==> src/rtl/nand_mod_counter.sv <==
// nand_mod_counter: modulo up/down counter with load, clamp, optional saturation and terminal count.
// Latency: load and count updates appear one clock after the sampling edge; tc is combinational.
// Backpressure: none; every enabled edge advances the count.
// Optional macro CMOS_SWITCH_LEVEL_EN builds the counter from switch-level pmos/nmos NAND cells.

`ifdef CMOS_SWITCH_LEVEL_EN
module nmc_nand2 (input wire a, input wire b, output wire y);
  supply1 vdd;
  supply0 gnd;
  wire mid;
  pmos p_a (y, vdd, a);
  pmos p_b (y, vdd, b);
  nmos n_a (y, mid, a);
  nmos n_b (mid, gnd, b);
endmodule

module nmc_inv (input wire a, output wire y);
  nmc_nand2 u_n (.a(a), .b(a), .y(y));
endmodule

module nmc_and2 (input wire a, input wire b, output wire y);
  wire n;
  nmc_nand2 u_n (.a(a), .b(b), .y(n));
  nmc_inv   u_i (.a(n), .y(y));
endmodule

module nmc_or2 (input wire a, input wire b, output wire y);
  wire an, bn;
  nmc_inv   u_a (.a(a), .y(an));
  nmc_inv   u_b (.a(b), .y(bn));
  nmc_nand2 u_n (.a(an), .b(bn), .y(y));
endmodule

module nmc_xor2 (input wire a, input wire b, output wire y);
  wire n0, n1, n2;
  nmc_nand2 u0 (.a(a), .b(b), .y(n0));
  nmc_nand2 u1 (.a(a), .b(n0), .y(n1));
  nmc_nand2 u2 (.a(b), .b(n0), .y(n2));
  nmc_nand2 u3 (.a(n1), .b(n2), .y(y));
endmodule

// y = s ? b : a
module nmc_mux2 (input wire a, input wire b, input wire s, output wire y);
  wire sn, n0, n1;
  nmc_inv   u_s (.a(s), .y(sn));
  nmc_nand2 u0 (.a(a), .b(sn), .y(n0));
  nmc_nand2 u1 (.a(b), .b(s), .y(n1));
  nmc_nand2 u2 (.a(n0), .b(n1), .y(y));
endmodule

// Gated SR-NAND latch, transparent while g=1.
module nmc_dlatch (input wire d, input wire g, output wire q);
  wire dn, s, r, qn;
  nmc_inv   u_d (.a(d), .y(dn));
  nmc_nand2 u_s (.a(d), .b(g), .y(s));
  nmc_nand2 u_r (.a(dn), .b(g), .y(r));
  nmc_nand2 u_q (.a(s), .b(qn), .y(q));
  nmc_nand2 u_qn (.a(r), .b(q), .y(qn));
endmodule

// Master open while clk low, slave open while clk high: captures on the rising edge.
module nmc_dff (input wire d, input wire clk, output wire q);
  wire clkn, m;
  nmc_inv    u_c (.a(clk), .y(clkn));
  nmc_dlatch u_m (.d(d), .g(clkn), .q(m));
  nmc_dlatch u_s (.d(m), .g(clk), .q(q));
endmodule
`endif

module nand_mod_counter #(
  parameter int WIDTH    = 4,
  parameter int MAX_VAL  = 2**WIDTH-1,
  parameter int SATURATE = 0
) (
  input  logic             clk,
  input  logic             rst,
  input  logic             en,
  input  logic             up,
  input  logic             load,
  input  logic [WIDTH-1:0] load_val,
  output logic [WIDTH-1:0] count,
  output logic             tc
);

  localparam logic [WIDTH-1:0] MAX = WIDTH'(MAX_VAL);
  localparam logic [WIDTH-1:0] ONE = WIDTH'(1);
  // Value reached when stepping past each end of the range.
  localparam logic [WIDTH-1:0] UP_END = (SATURATE != 0) ? MAX : '0;
  localparam logic [WIDTH-1:0] DN_END = (SATURATE != 0) ? '0 : MAX;

`ifdef CMOS_SWITCH_LEVEL_EN
  wire [WIDTH-1:0] q, cnt_n, inc, dec, nu, nd, nc, ne, nl, nn, d;
  wire [WIDTH-1:0] max_c  = MAX;
  wire [WIDTH-1:0] up_end = UP_END;
  wire [WIDTH-1:0] dn_end = DN_END;
  wire [WIDTH:0]   carry, borrow, eqm_c, eqz_c, gt_c;
  wire rst_n, up_n, load_n, term_up, term_dn, term, g1, g2;
  wire eq_max  = eqm_c[WIDTH];
  wire eq_zero = eqz_c[WIDTH];
  wire gt      = gt_c[WIDTH];

  assign carry[0]  = 1'b1;
  assign borrow[0] = 1'b1;
  assign eqm_c[0]  = 1'b1;
  assign eqz_c[0]  = 1'b1;
  assign gt_c[0]   = 1'b0;

  nmc_inv u_rst_n (.a(rst), .y(rst_n));
  nmc_inv u_up_n (.a(up), .y(up_n));
  nmc_inv u_ld_n (.a(load), .y(load_n));

  genvar i;
  generate
    for (i = 0; i < WIDTH; i++) begin : g_bit
      nmc_inv  u_cn (.a(q[i]), .y(cnt_n[i]));
      // Ripple incrementer and decrementer.
      nmc_xor2 u_inc (.a(q[i]), .b(carry[i]), .y(inc[i]));
      nmc_and2 u_cy (.a(q[i]), .b(carry[i]), .y(carry[i+1]));
      nmc_xor2 u_dec (.a(q[i]), .b(borrow[i]), .y(dec[i]));
      nmc_and2 u_bw (.a(cnt_n[i]), .b(borrow[i]), .y(borrow[i+1]));
      nmc_and2 u_ez (.a(eqz_c[i]), .b(cnt_n[i]), .y(eqz_c[i+1]));
      // Compare against the constant top value, LSB first.
      if (MAX[i]) begin : g_m1
        nmc_and2 u_em (.a(eqm_c[i]), .b(q[i]), .y(eqm_c[i+1]));
        nmc_and2 u_gt (.a(load_val[i]), .b(gt_c[i]), .y(gt_c[i+1]));
      end else begin : g_m0
        nmc_and2 u_em (.a(eqm_c[i]), .b(cnt_n[i]), .y(eqm_c[i+1]));
        nmc_or2  u_gt (.a(load_val[i]), .b(gt_c[i]), .y(gt_c[i+1]));
      end
      // Next-state selection: rst > load > en > hold.
      nmc_mux2 u_nu (.a(inc[i]), .b(up_end[i]), .s(eq_max), .y(nu[i]));
      nmc_mux2 u_nd (.a(dec[i]), .b(dn_end[i]), .s(eq_zero), .y(nd[i]));
      nmc_mux2 u_dir (.a(nd[i]), .b(nu[i]), .s(up), .y(nc[i]));
      nmc_mux2 u_en (.a(q[i]), .b(nc[i]), .s(en), .y(ne[i]));
      nmc_mux2 u_clp (.a(load_val[i]), .b(max_c[i]), .s(gt), .y(nl[i]));
      nmc_mux2 u_ld (.a(ne[i]), .b(nl[i]), .s(load), .y(nn[i]));
      nmc_and2 u_rs (.a(nn[i]), .b(rst_n), .y(d[i]));
      nmc_dff  u_ff (.d(d[i]), .clk(clk), .q(q[i]));
    end
  endgenerate

  nmc_and2 u_tu (.a(up), .b(eq_max), .y(term_up));
  nmc_and2 u_td (.a(up_n), .b(eq_zero), .y(term_dn));
  nmc_or2  u_tm (.a(term_up), .b(term_dn), .y(term));
  nmc_and2 u_g1 (.a(en), .b(load_n), .y(g1));
  nmc_and2 u_g2 (.a(g1), .b(rst_n), .y(g2));
  nmc_and2 u_tc (.a(g2), .b(term), .y(tc));

  assign count = q;
`else
  // Counter register: reset, clamped load, then enabled up/down step with wrap or hold at ends.
  always_ff @(posedge clk) begin
    if (rst) begin
      count <= '0;
    end else if (load) begin
      count <= (load_val > MAX) ? MAX : load_val;
    end else if (en) begin
      if (up) begin
        count <= (count == MAX) ? UP_END : count + ONE;
      end else begin
        count <= (count == '0) ? DN_END : count - ONE;
      end
    end
  end

  // Terminal count flags the edge that will wrap or hold at a range end.
  assign tc = ~rst & en & ~load & ((up & (count == MAX)) | (~up & (count == '0)));
`endif

endmodule

==> config.mk <==
export PLATFORM = sky130hd
export DESIGN_NAME = nand_mod_counter
export DESIGN_NICKNAME = d
export VERILOG_FILES = /design/src/rtl/nand_mod_counter.sv
export SDC_FILE = /design/constraint.sdc
export NUM_CORES = 1
export LEC_CHECK = 0
export CORE_AREA = 5 5 42 44
export CTS_CLUSTER_SIZE = 20
export DETAILED_ROUTE_END_ITERATION = 10
export DIE_AREA = 0 0 47 49
export DONT_BUFFER_PORTS = 1
export SLEW_MARGIN = 20
export SYNTH_ARGS = -nofsm -noshare
export SYNTH_HDL_FRONTEND = slang
export SYNTH_SLANG_ARGS = --single-unit
export TNS_END_PERCENT = 100
==> constraint.sdc <==
create_clock -name clk -period 1.63 [get_ports clk]
set_clock_uncertainty 0.15 [all_clocks]
set_input_delay 0.326 -clock clk [delete_from_list [all_inputs] [get_ports clk]]
set_output_delay 0.326 -clock clk [all_outputs]
set_load 0.05 [all_outputs]
==> impl_results.md, run 1 <==
- Gr usage total: 8.30%
- Crit path arrival time: 1.48 ns
- Top post-synthesis cells by area: dfxtp_1, xor2_1, a21oi_1
- Part of the power in combinational logic: 38.8%
- Cells after Synth: 39
- Vias per cell: 5.32
- Number of clock sinks: 4
- GPL Wtd Cong: 0.682
- Fillers: 141
- Largest register by flop count: count
- Final hold vios: 0
- DIE AREA: 0.00230 mm²
- Largest net degree at the start of global routing: 7
- Max clock buf depth: 2
- Internal Power: 0.000258 W
- Grt ovf: 0
- Crit Path Max Fanout: 3
- Drt pass-1 iters: 4
- Fin nets: 66
- Port Buf Inserts: 0
- Via count: 367
- Count of state elements after synthesis: 4
- First-pass GRT wire length: 1.37 mm
- Worst r2r path cells: 6
- Layout overhead on the synthesized area: 71.6%
- Starting density of the core: 22.3%
- Initial antenna violation count: 0
- Run status: finished, violations left
- Worst setup SP type: flip-flop
- Yosys warns: 0
- Cell total after placement: 64
- Worst Max-Slew Pin Slew: 0.263 ns
- Max capacitance violation total: 0
- Final Critical Period: 1.96 ns
- Fin worst setup slack: -0.330 ns
- Sw frac: 33.3%
- Synthesized area per cell: 8.02 µm²
- Site row count: 14
- Max reg flops: 4
- Clock share of power: 30.6%
- Final Cycle Share: 120%
- Die Span Y: 49 µm
- Worst hold path type: input port to flip-flop
- Vias in the first global route: 326
- Crit path capture type: primary output
- Clk_lat worst skew: 0.23 ns
- Net Switching: 0.000129 W
- # diodes: 0
- Leakage: 0.239 nW
- Endpoints failing setup: 1
- Critical path type: flip-flop to primary output
- Sequential area share after synthesis: 25.6%
- Syn nets: 50
- Die X: 47 µm
- Core area: 0.00140 mm²
- Clock root cell: clkbuf_4
- I/O Pins: 14
- Unrepaired setup endpoints after global routing: true
- Cts bufs inserted: 3
- CTS clk-pin slew, worst paths: 0.03 ns
- Final Core Density: 38.3%
- Max Slew Vio Count: 0
- Synthesized area: 313 µm²
- DR iter-0 viols: 3
- Synth top area share: 25.6%
- Drt wl/cell: 13.4 µm
- VDD IR max: 0.496 mV
- Failing checks: negative setup slack
- Power, Total: 0.000387 W
- Slew margin rel.: 82.3%
- Sequential Power Share: 30.6%
- Largest regs: count x4
- Pwr dens: 720 mW/mm²
- Post-route antenna net violation count: 0
- Number of library cell types mapped by synthesis: 19
- DRC: 0
- WHS Path Cells: 1
- WL final: 928 µm
- CTS H-tree lvls: 1
- Fin cells: 69
- Critical Path RT: 1.15 ns
- Synth area leader: dfxtp_1
- Layout cells sized above 1: 50.9%
- DPL Wire Length: 709 µm
- Fmax achieved: 510 MHz
- CTS tree: built
-- per-stage QoR --
stage	setup TNS, ns	instance area [µm²]	worst slack (ns)	hold WS, ns
after global placement	-0.152	475	-0.152	0.235
final	-0.330	537	-0.330	0.0284
after CTS	-0.382	515	-0.339	0.000927
after global routing	-0.403	537	-0.403	0.0120
after floorplan	-0.407	375	-0.407	0.233
after detailed placement	-0.159	475	-0.159	0.235
-- final timing paths --
kind,slack (ns),start,to
min,0.03,rst,count[0]$_SDFFE_PP0P_
max reg2reg,0.09,count[0]$_SDFFE_PP0P_,count[2]$_SDFFE_PP0P_
min reg2reg,0.48,count[1]$_SDFFE_PP0P_,count[1]$_SDFFE_PP0P_
max,-0.33,count[0]$_SDFFE_PP0P_,tc
-- logic make-up (layout without fill, tap and decap cells) --
group	after synthesis	after routing	share of synthesized area (%)
adders and majority gates	2	2	8.00
AOI/OAI and AO/OA	12	12	27.6
muxes	2	2	6.80
buffers and inverters	4	18	4.80
and+or+nand+nor	12	12	18.8
xor gates and xnor gates	3	3	8.40
DFF	4	4	25.6
-- layout make-up --
type / instances / area [µm²] / share of cell area [%]
multi-input cells: 31 / 287 / 53.4
repair buffers: 11 / 100 / 18.6
flip-flops and latches: 4 / 90.1 / 16.8
clock buffers: 3 / 22.5 / 4.20
well taps: 16 / 20.0 / 3.73
inverters: 4 / 17.5 / 3.26
-- per-layer routing --
metal  vias up  track usage, %  share of wire (%)
met5         -               0                  0
met2        25            12.0                 46
met1       158            9.43                 39
li1        171               -                  -
met3        13            4.80                 11
met4         0            4.15                4.2
-- critical path: stages, from the launching register on --
cell,delay [ns]
dfxtp_4,0.34
inv_2,0.06
ha_4,0.12
nor4b_4,0.19
a41oi_2,0.07
nor4b_4,0.28
buf_12,0.18
-- cells in the final DEF (no fill, tap or decap) --
cell type,n
o31ai_1,1
inv_1,1
o221ai_1,1
xor2_2,1
o21ba_1,1
dfxtp_2,2
ha_1,1
dlygate4sd3_1,2
nor3_1,1
clkbuf_4,3
dfxtp_4,2
buf_12,1
a21oi_1,5
nor4b_4,2
nand2_4,1
mux2_4,1
ha_4,1
nand2_1,5
a41oi_1,1
buf_4,8
a41oi_2,1
nor2_1,2
o21ai_0,1
inv_2,2
a211oi_2,1
and3_1,1
mux2i_1,1
xor2_1,2
inv_4,1
-- cells in the mapped netlist --
cell	number
nand2_1	6
a21oi_1	5
dfxtp_1	4
inv_1	3
xor2_1	3
a41oi_1	2
ha_1	2
nor2_1	2
nor4b_1	2
a211oi_2	1
and3_1	1
inv_2	1
mux2_1	1
mux2i_1	1
nor3_1	1
o21ai_0	1
o21ba_1	1
o221ai_1	1
o31ai_1	1
-- timing repair --
action / 4_1_cts / 5_1_grt
pin swaps: 3 / 2
hold buffers: 1 / 1
gates resized for setup: 0 / 4
buffers inserted: 1 / 0
setup endpoints to repair: 1 / 3
endpoints found under the hold margin: 1 / 1
-- power groups by stage --
| stage | logic, W | clock network (W) | registers (W) |
|---|---|---|---|
| floorplan | 0.0000626 | 0 | 0.000155 |
| global placement | 0.000137 | 0 | 0.000119 |
| detailed placement | 0.000137 | 0 | 0.000120 |
| CTS | 0.000144 | 0.000120 | 0.000118 |
| global route | 0.000161 | 0.000131 | 0.000119 |
| finish | 0.000150 | 0.000118 | 0.000118 |
No activity file was read; power rests on OpenSTA's default activity.
==> run 2: changes to the inputs <==
--- a/config.mk
+++ b/config.mk
@@ -10,6 +10,7 @@
 export DETAILED_ROUTE_END_ITERATION = 10
 export DIE_AREA = 0 0 47 49
 export DONT_BUFFER_PORTS = 1
+export SETUP_SLACK_MARGIN = 0.2
 export SLEW_MARGIN = 20
 export SYNTH_ARGS = -nofsm -noshare
 export SYNTH_HDL_FRONTEND = slang
==> run 2 against run 1 <==
Against the previous run:
- the flow still finishes with violations (negative setup slack)
- sequential power hardly changed
- cell count grew 8.7%
- setup slack got worse by 0.043 ns
- die area unchanged
- utilization increased by 6.5 points
- clock power up 7%
- power grew 15%
- critical path depth up 6
- fmax down 2.1%
- routed wire length rose by 6.1%
- global-route usage increased by 1.8 points
- first-iteration DRC count decreased by 100%
- critical path type is now flip-flop to flip-flop
- critical endpoint is now count[2]$_SDFFE_PP0P_
- highest routed layer is now met3
==> impl_results.md, run 2 (synthesis results as in run 1) <==
- Fin worst setup slack: -0.373 ns (-0.0430 ns)
- Post-route antenna net violation count: 0 (unchanged)
- Fin nets: 72 (+9.1%)
- Largest register by flop count: count
- Final Cycle Share: 123% (+2.6 points)
- Grt ovf: 0 (unchanged)
- Leakage: 0.270 nW (+13%)
- CTS clk-pin slew, worst paths: 0.04 ns (about the same)
- Commonest non-fill, non-tap cell in the layout: buf_4
- Vias per cell: 5.00 (-6.0%)
- Critical path type: flip-flop to flip-flop
- I/O Pins: 14 (unchanged)
- DPL Wire Length: 716 µm (+1.0%)
- VDD IR max: 0.563 mV (+14%)
- WP buf/inv: 7 (+5)
- Site row count: 14 (unchanged)
- Starting density of the core: 22.3% (unchanged)
- Initial antenna violation count: 0 (unchanged)
- Unrepaired setup endpoints after global routing: true
- # diodes: 0 (unchanged)
- Drt pass-1 iters: 1 (-3)
- Crit path capture type: flip-flop
- Crit path arrival time: 1.97 ns (+0.49 ns)
- Worst Max-Slew Pin Slew: 0.271 ns (+0.00771 ns)
- Max clock buf depth: 2 (unchanged)
- Fmax achieved: 499 MHz (-2.1%)
- DIE AREA: 0.00230 mm² (unchanged)
- Final hold vios: 0 (unchanged)
- Commonest non-fill, non-tap cells in the layout: buf_4, buf_6, nand2_1
- Layout cells sized above 1: 64.4% (+13 points)
- Via count: 375 (+2.2%)
- Worst setup SP type: flip-flop
- Delay-heaviest family, CP: buffers and inverters
- Port Buf Inserts: 0 (unchanged)
- Placed cell area: 475 µm² (unchanged)
- Endpoints failing setup: 3 (+2)
- Run status: finished, violations left
- DRC: 0 (unchanged)
- Cts bufs inserted: 3 (unchanged)
- CTS tree: built
- Final Core Density: 44.8% (+6.5 points)
- WL final: 985 µm (+6.1%)
- Crit Path Max Fanout: 3 (unchanged)
- Vias in the first global route: 410 (+26%)
- Worst path slowest cell: dfxtp_4
- Critical Path RT: 1.59 ns (+0.44 ns)
- Worst hold path type: input port to flip-flop
- First-pass GRT wire length: 1.68 mm (+23%)
- Sequence of cells on the critical path: inv_2, ha_4, buf_4, buf_6, buf_6, buf_6, buf_6, buf_6, mux2_4, nand2_4, xor2_2, a211oi_2
- GPL Wtd Cong: 0.690 (+1.2%)
- Max capacitance violation total: 0 (unchanged)
- Number of clock sinks: 4 (unchanged)
- Die Span Y: 49 µm (unchanged)
- CTS H-tree lvls: 1 (unchanged)
- Slowest stage delay, CP: 0.35 ns (about the same)
- Slew margin rel.: 81.8% (-0.52 points)
- Gr usage total: 10.1% (+1.8 points)
- Reg2Reg Setup Slack: -0.37 ns (-0.46 ns)
- Cell total after placement: 64 (unchanged)
- Final Critical Period: 2.00 ns (+0.0430 ns)
- Core area: 0.00140 mm² (unchanged)
- Largest regs: count x4
- Layout overhead on the synthesized area: 101%
- Die X: 47 µm (unchanged)
- Cell mode on critical path: buf_6
- Max Slew Vio Count: 0 (unchanged)
- Clock root cell: clkbuf_4
- Drt wl/cell: 13.1 µm (-2.3%)
- Largest net degree at the start of global routing: 7 (unchanged)
- Clk_lat worst skew: 0.24 ns (about the same)
- Fin area: 628 µm² (+17%)
- DR iter-0 viols: 0 (-3)
- Fin cells: 75 (+8.7%)
- Setup Total Neg Slack: -1.03 ns (-0.699 ns)
- Max reg flops: 4 (unchanged)
- Failing checks: negative setup slack
- Power, Total: 0.000443 W (+15%)
- Pwr dens: 706 mW/mm² (-2.0%)
==> run 2: metrics by stage <==
step / hold slack [ns] / setup slack [ns]
final: 0.0728 / -0.373
after global routing: 0.0597 / -0.453
after CTS: 0.000508 / -0.353
after detailed placement: 0.236 / -0.160
after global placement: 0.235 / -0.155
after floorplan: 0.233 / -0.407
==> run 2: timing repair <==
action / CTS / global route
resized for setup: 8 / 8
endpoints found under the setup margin: 3 / 5
buffers inserted: 5 / 1
pin swaps: 4 / 3
hold buffers: 1 / 1
endpoints found under the hold margin: 2 / 1
==> run 2: worst reg2reg max path, delay by kind of cell (launching register included) <==
family	cells	cell delay (ns)
AO/OA/AOI/OAI	1	0.08
multiplexers	1	0.27
flip-flops	1	0.35
AND/OR/NAND/NOR	1	0.06
adder cells (fa/ha/maj)	1	0.15
XOR/XNOR	1	0.15
buffers and inverters	7	0.67
==> run 2: final cells by class <==
cell class              instances  area (µm²)
fillers                       143         773
multi-input cells              31         310
repair buffers                 17         168
flip-flops and latches          4        90.1
clock buffers                   3        22.5
well taps                      16        20.0
inverters                       4        17.5
==> run 2: final timing paths <==
path,from,to,cells after the start
max,count[0]$_SDFFE_PP0P_,count[2]$_SDFFE_PP0P_,12
min,en,count[3]$_SDFFE_PP0P_,1
max reg2reg,count[0]$_SDFFE_PP0P_,count[2]$_SDFFE_PP0P_,12
min reg2reg,count[1]$_SDFFE_PP0P_,count[1]$_SDFFE_PP0P_,6
==> run 2: per-layer routing <==
layer  track usage [%]  wire length [µm]
met1              10.3               347
met2              17.4               558
met3              4.06                80
met4              4.15                 0
met5                 0                 0
==> run 2: power by group <==
part / total (W) / internal, W / leakage (nW) / switching [W]
Combinational: 0.000200 / 0.000105 / 0.221 / 0.0000953
Clock: 0.000126 / 0.0000826 / 0.0138 / 0.0000433
Sequential: 0.000118 / 0.000107 / 0.0350 / 0.0000102
Total: 0.000443 / 0.000295 / 0.270 / 0.000149
==> run 3: changes to the inputs <==
--- a/config.mk
+++ b/config.mk
@@ -5,11 +5,14 @@
 export SDC_FILE = /design/constraint.sdc
 export NUM_CORES = 1
 export LEC_CHECK = 0
-export CORE_AREA = 5 5 42 44
+export BUFFER_PORTS_ARGS = -buffer_cell sky130_fd_sc_hd__buf_2
+export CELL_PAD_IN_SITES_DETAIL_PLACEMENT = 1
+export CELL_PAD_IN_SITES_GLOBAL_PLACEMENT = 2
+export CORE_MARGIN = 5
+export CORE_UTILIZATION = 20
 export CTS_CLUSTER_SIZE = 20
 export DETAILED_ROUTE_END_ITERATION = 10
-export DIE_AREA = 0 0 47 49
-export DONT_BUFFER_PORTS = 1
+export PLACE_DENSITY_LB_ADDON = 0.1
 export SETUP_SLACK_MARGIN = 0.2
 export SLEW_MARGIN = 20
 export SYNTH_ARGS = -nofsm -noshare
==> run 3 against run 2 <==
Against the previous run:
- the flow still finishes with violations (negative setup slack)
- via count rose by 9.9%
- cell count is 15% higher
- first-iteration DRC count increased by 2
- fmax grew 1.4%
- largest cell class unchanged
- highest routed layer is now met4
==> impl_results.md, run 3 (synthesis results as in run 1) <==
- Die X: 49.5 µm (+5.4%)
- Fin nets: 82 (+14%)
- Critical path type: flip-flop to primary output
- # diodes: 0 (unchanged)
- Cts bufs inserted: 3 (unchanged)
- Layout overhead on the synthesized area: 112%
- RR Endpoint: count[2]$_SDFFE_PP0P_
- Worst setup SP type: flip-flop
- Fin cells: 86 (+15%)
- Layout cells sized above 1: 68.6% (+4.2 points)
- Worst Max-Slew Pin Slew: 0.228 ns (-0.0430 ns)
- Clock root cell: clkbuf_4
- Grt ovf: 0 (unchanged)
- Core area: 0.00149 mm² (+6.3%)
- Post-route antenna net violation count: 0 (unchanged)
- Commonest non-fill, non-tap cells in the layout: buf_4, buf_2, buf_6
- Max capacitance violation total: 0 (unchanged)
- Cell total after placement: 78 (+22%)
- Final hold vios: 0 (unchanged)
- Cts hold-fix bufs: 0 (-1)
- Pre-CTS setup slack: -0.257 ns (-0.0970 ns)
- Vias per cell: 4.79 (-4.2%)
- Failing checks: negative setup slack
- Fin area: 664 µm² (+5.8%)
- Largest regs: count x4
- Crit Path Max Fanout: 4 (+1)
- Crit path capture type: primary output
- Vias in the first global route: 464 (+13%)
- Gr usage total: 10.9% (+0.74 points)
- Fin worst setup slack: -0.346 ns (+0.0272 ns)
- Die Span Y: 49.5 µm (+1.1%)
- VDD IR max: 0.408 mV (-28%)
- Max clock buf depth: 2 (unchanged)
- I/O Pins: 14 (unchanged)
- Seq. cell area: 90.1 µm² (unchanged)
- Critical path origin: count[0]$_SDFFE_PP0P_
- Unrepaired setup endpoints after global routing: true
- Final Critical Period: 1.98 ns (-0.0272 ns)
- Crit path arrival time: 1.50 ns (-0.47 ns)
- Largest net degree at the start of global routing: 8 (+1)
- Run status: finished, violations left
- WL final: 1.17 mm (+19%)
- Multi-input logic area: 299 µm² (-3.6%)
- Site row count: 14 (unchanged)
- Initial antenna violation count: 0 (unchanged)
- Power, Total: 0.000472 W (+6.4%)
- Clk_lat worst skew: 0.24 ns (about the same)
- Fmax achieved: 506 MHz (+1.4%)
- Number of clock sinks: 4 (unchanged)
- Final Cycle Share: 121% (-1.7 points)
- First-pass GRT wire length: 2.06 mm (+22%)
- Worst r2r path cells: 10 (-2)
- Drt pass-1 iters: 2 (+1)
- Max Slew Vio Count: 0 (unchanged)
- Commonest non-fill, non-tap cell in the layout: buf_4
- DPL Wire Length: 978 µm (+37%)
- DR iter-0 viols: 2 (+2)
- Starting density of the core: 21.0% (-1.3 points)
- CTS tree: built
- Port Buf Inserts: 13 (+13)
- R2r startpoint: count[0]$_SDFFE_PP0P_
- CTS clk-pin slew, worst paths: 0.04 ns (about the same)
- Via count: 412 (+9.9%)
- Leakage: 0.313 nW (+16%)
- DRC: 0 (unchanged)
- Max reg flops: 4 (unchanged)
- Largest register by flop count: count
- Placed cell area: 536 µm² (+13%)
- Slew margin rel.: 84.8% (+3.0 points)
- Pwr dens: 710 mW/mm² (+0.60%)
- Reg2Reg Setup Slack: -0.20 ns (+0.17 ns)
- Critical Path RT: 1.15 ns (-0.44 ns)
- Endpoints failing setup: 3 (unchanged)
- Fillers: 174 (+22%)
- GPL Wtd Cong: 0.784 (+14%)
- CTS H-tree lvls: 1 (unchanged)
- Crit path to: tc
- Drt wl/cell: 13.6 µm (+3.6%)
- Worst hold path type: input port to flip-flop
- DIE AREA: 0.00245 mm² (+6.6%)
==> run 3: metal layers <==
layer | track usage (%) | routed length [µm] | up-vias
met1 | 11.4 | 460 | 191
met2 | 19.1 | 626 | 13
met4 | 5.24 | 23 | 0
met5 | 0 | 0 | -
li1 | - | - | 204
met3 | 3.61 | 59 | 4
==> run 3: stage by stage <==
| step | util, % | setup TNS, ns | hold WS (ns) |
|---|---|---|---|
| 3_3_place_gp | 36.0 | -0.210 | 0.415 |
| 6_report | 44.6 | -0.664 | 0.176 |
| 4_1_cts | 42.5 | -0.514 | 0.170 |
| 2_1_floorplan | - | -0.407 | 0.233 |
| 3_5_place_dp | 36.0 | -0.280 | 0.424 |
| 5_1_grt | 44.6 | -0.895 | 0.179 |
==> run 3: timing repair <==
item	CTS	global route
gates cloned	0	0
setup endpoints to repair	7	6
gates resized for setup	14	7
setup buffers	3	1
endpoints found under the hold margin	0	0
pin swaps	7	5
==> run 3: worst max-delay path, stage by stage (launching register included) <==
cell and delay (ns):
dfxtp_4 0.35, inv_4 0.06, ha_4 0.12, nor4b_4 0.21, a41oi_2 0.08, nor4b_4 0.24
buf_6 0.19
==> run 3: report_power, final <==
| part | internal (W) | switching [W] |
|---|---|---|
| registers | 0.000107 | 0.0000106 |
| logic | 0.000110 | 0.000109 |
| clock network | 0.0000920 | 0.0000428 |
| total | 0.000309 | 0.000162 |
==> run 3: worst min path at each step <==
stage                     depth (start not counted)               endpoint   startpoint
after floorplan                                   1  count[2]$_SDFFE_PP0P_          rst
after global placement                            3  count[1]$_SDFFE_PP0P_  load_val[1]
after detailed placement                          3  count[1]$_SDFFE_PP0P_  load_val[1]
after CTS                                         3  count[1]$_SDFFE_PP0P_  load_val[1]
after global routing                              3  count[1]$_SDFFE_PP0P_  load_val[1]
final                                             3  count[1]$_SDFFE_PP0P_  load_val[1]
==> run 3: cell type report <==
type                    instances  share of cell area [%]
repair buffers                 27                    31.5
clock buffers                   4                    3.95
flip-flops and latches          4                    13.6
well taps                      16                    3.01
multi-input cells              31                    45.0
inverters                       4                    3.01
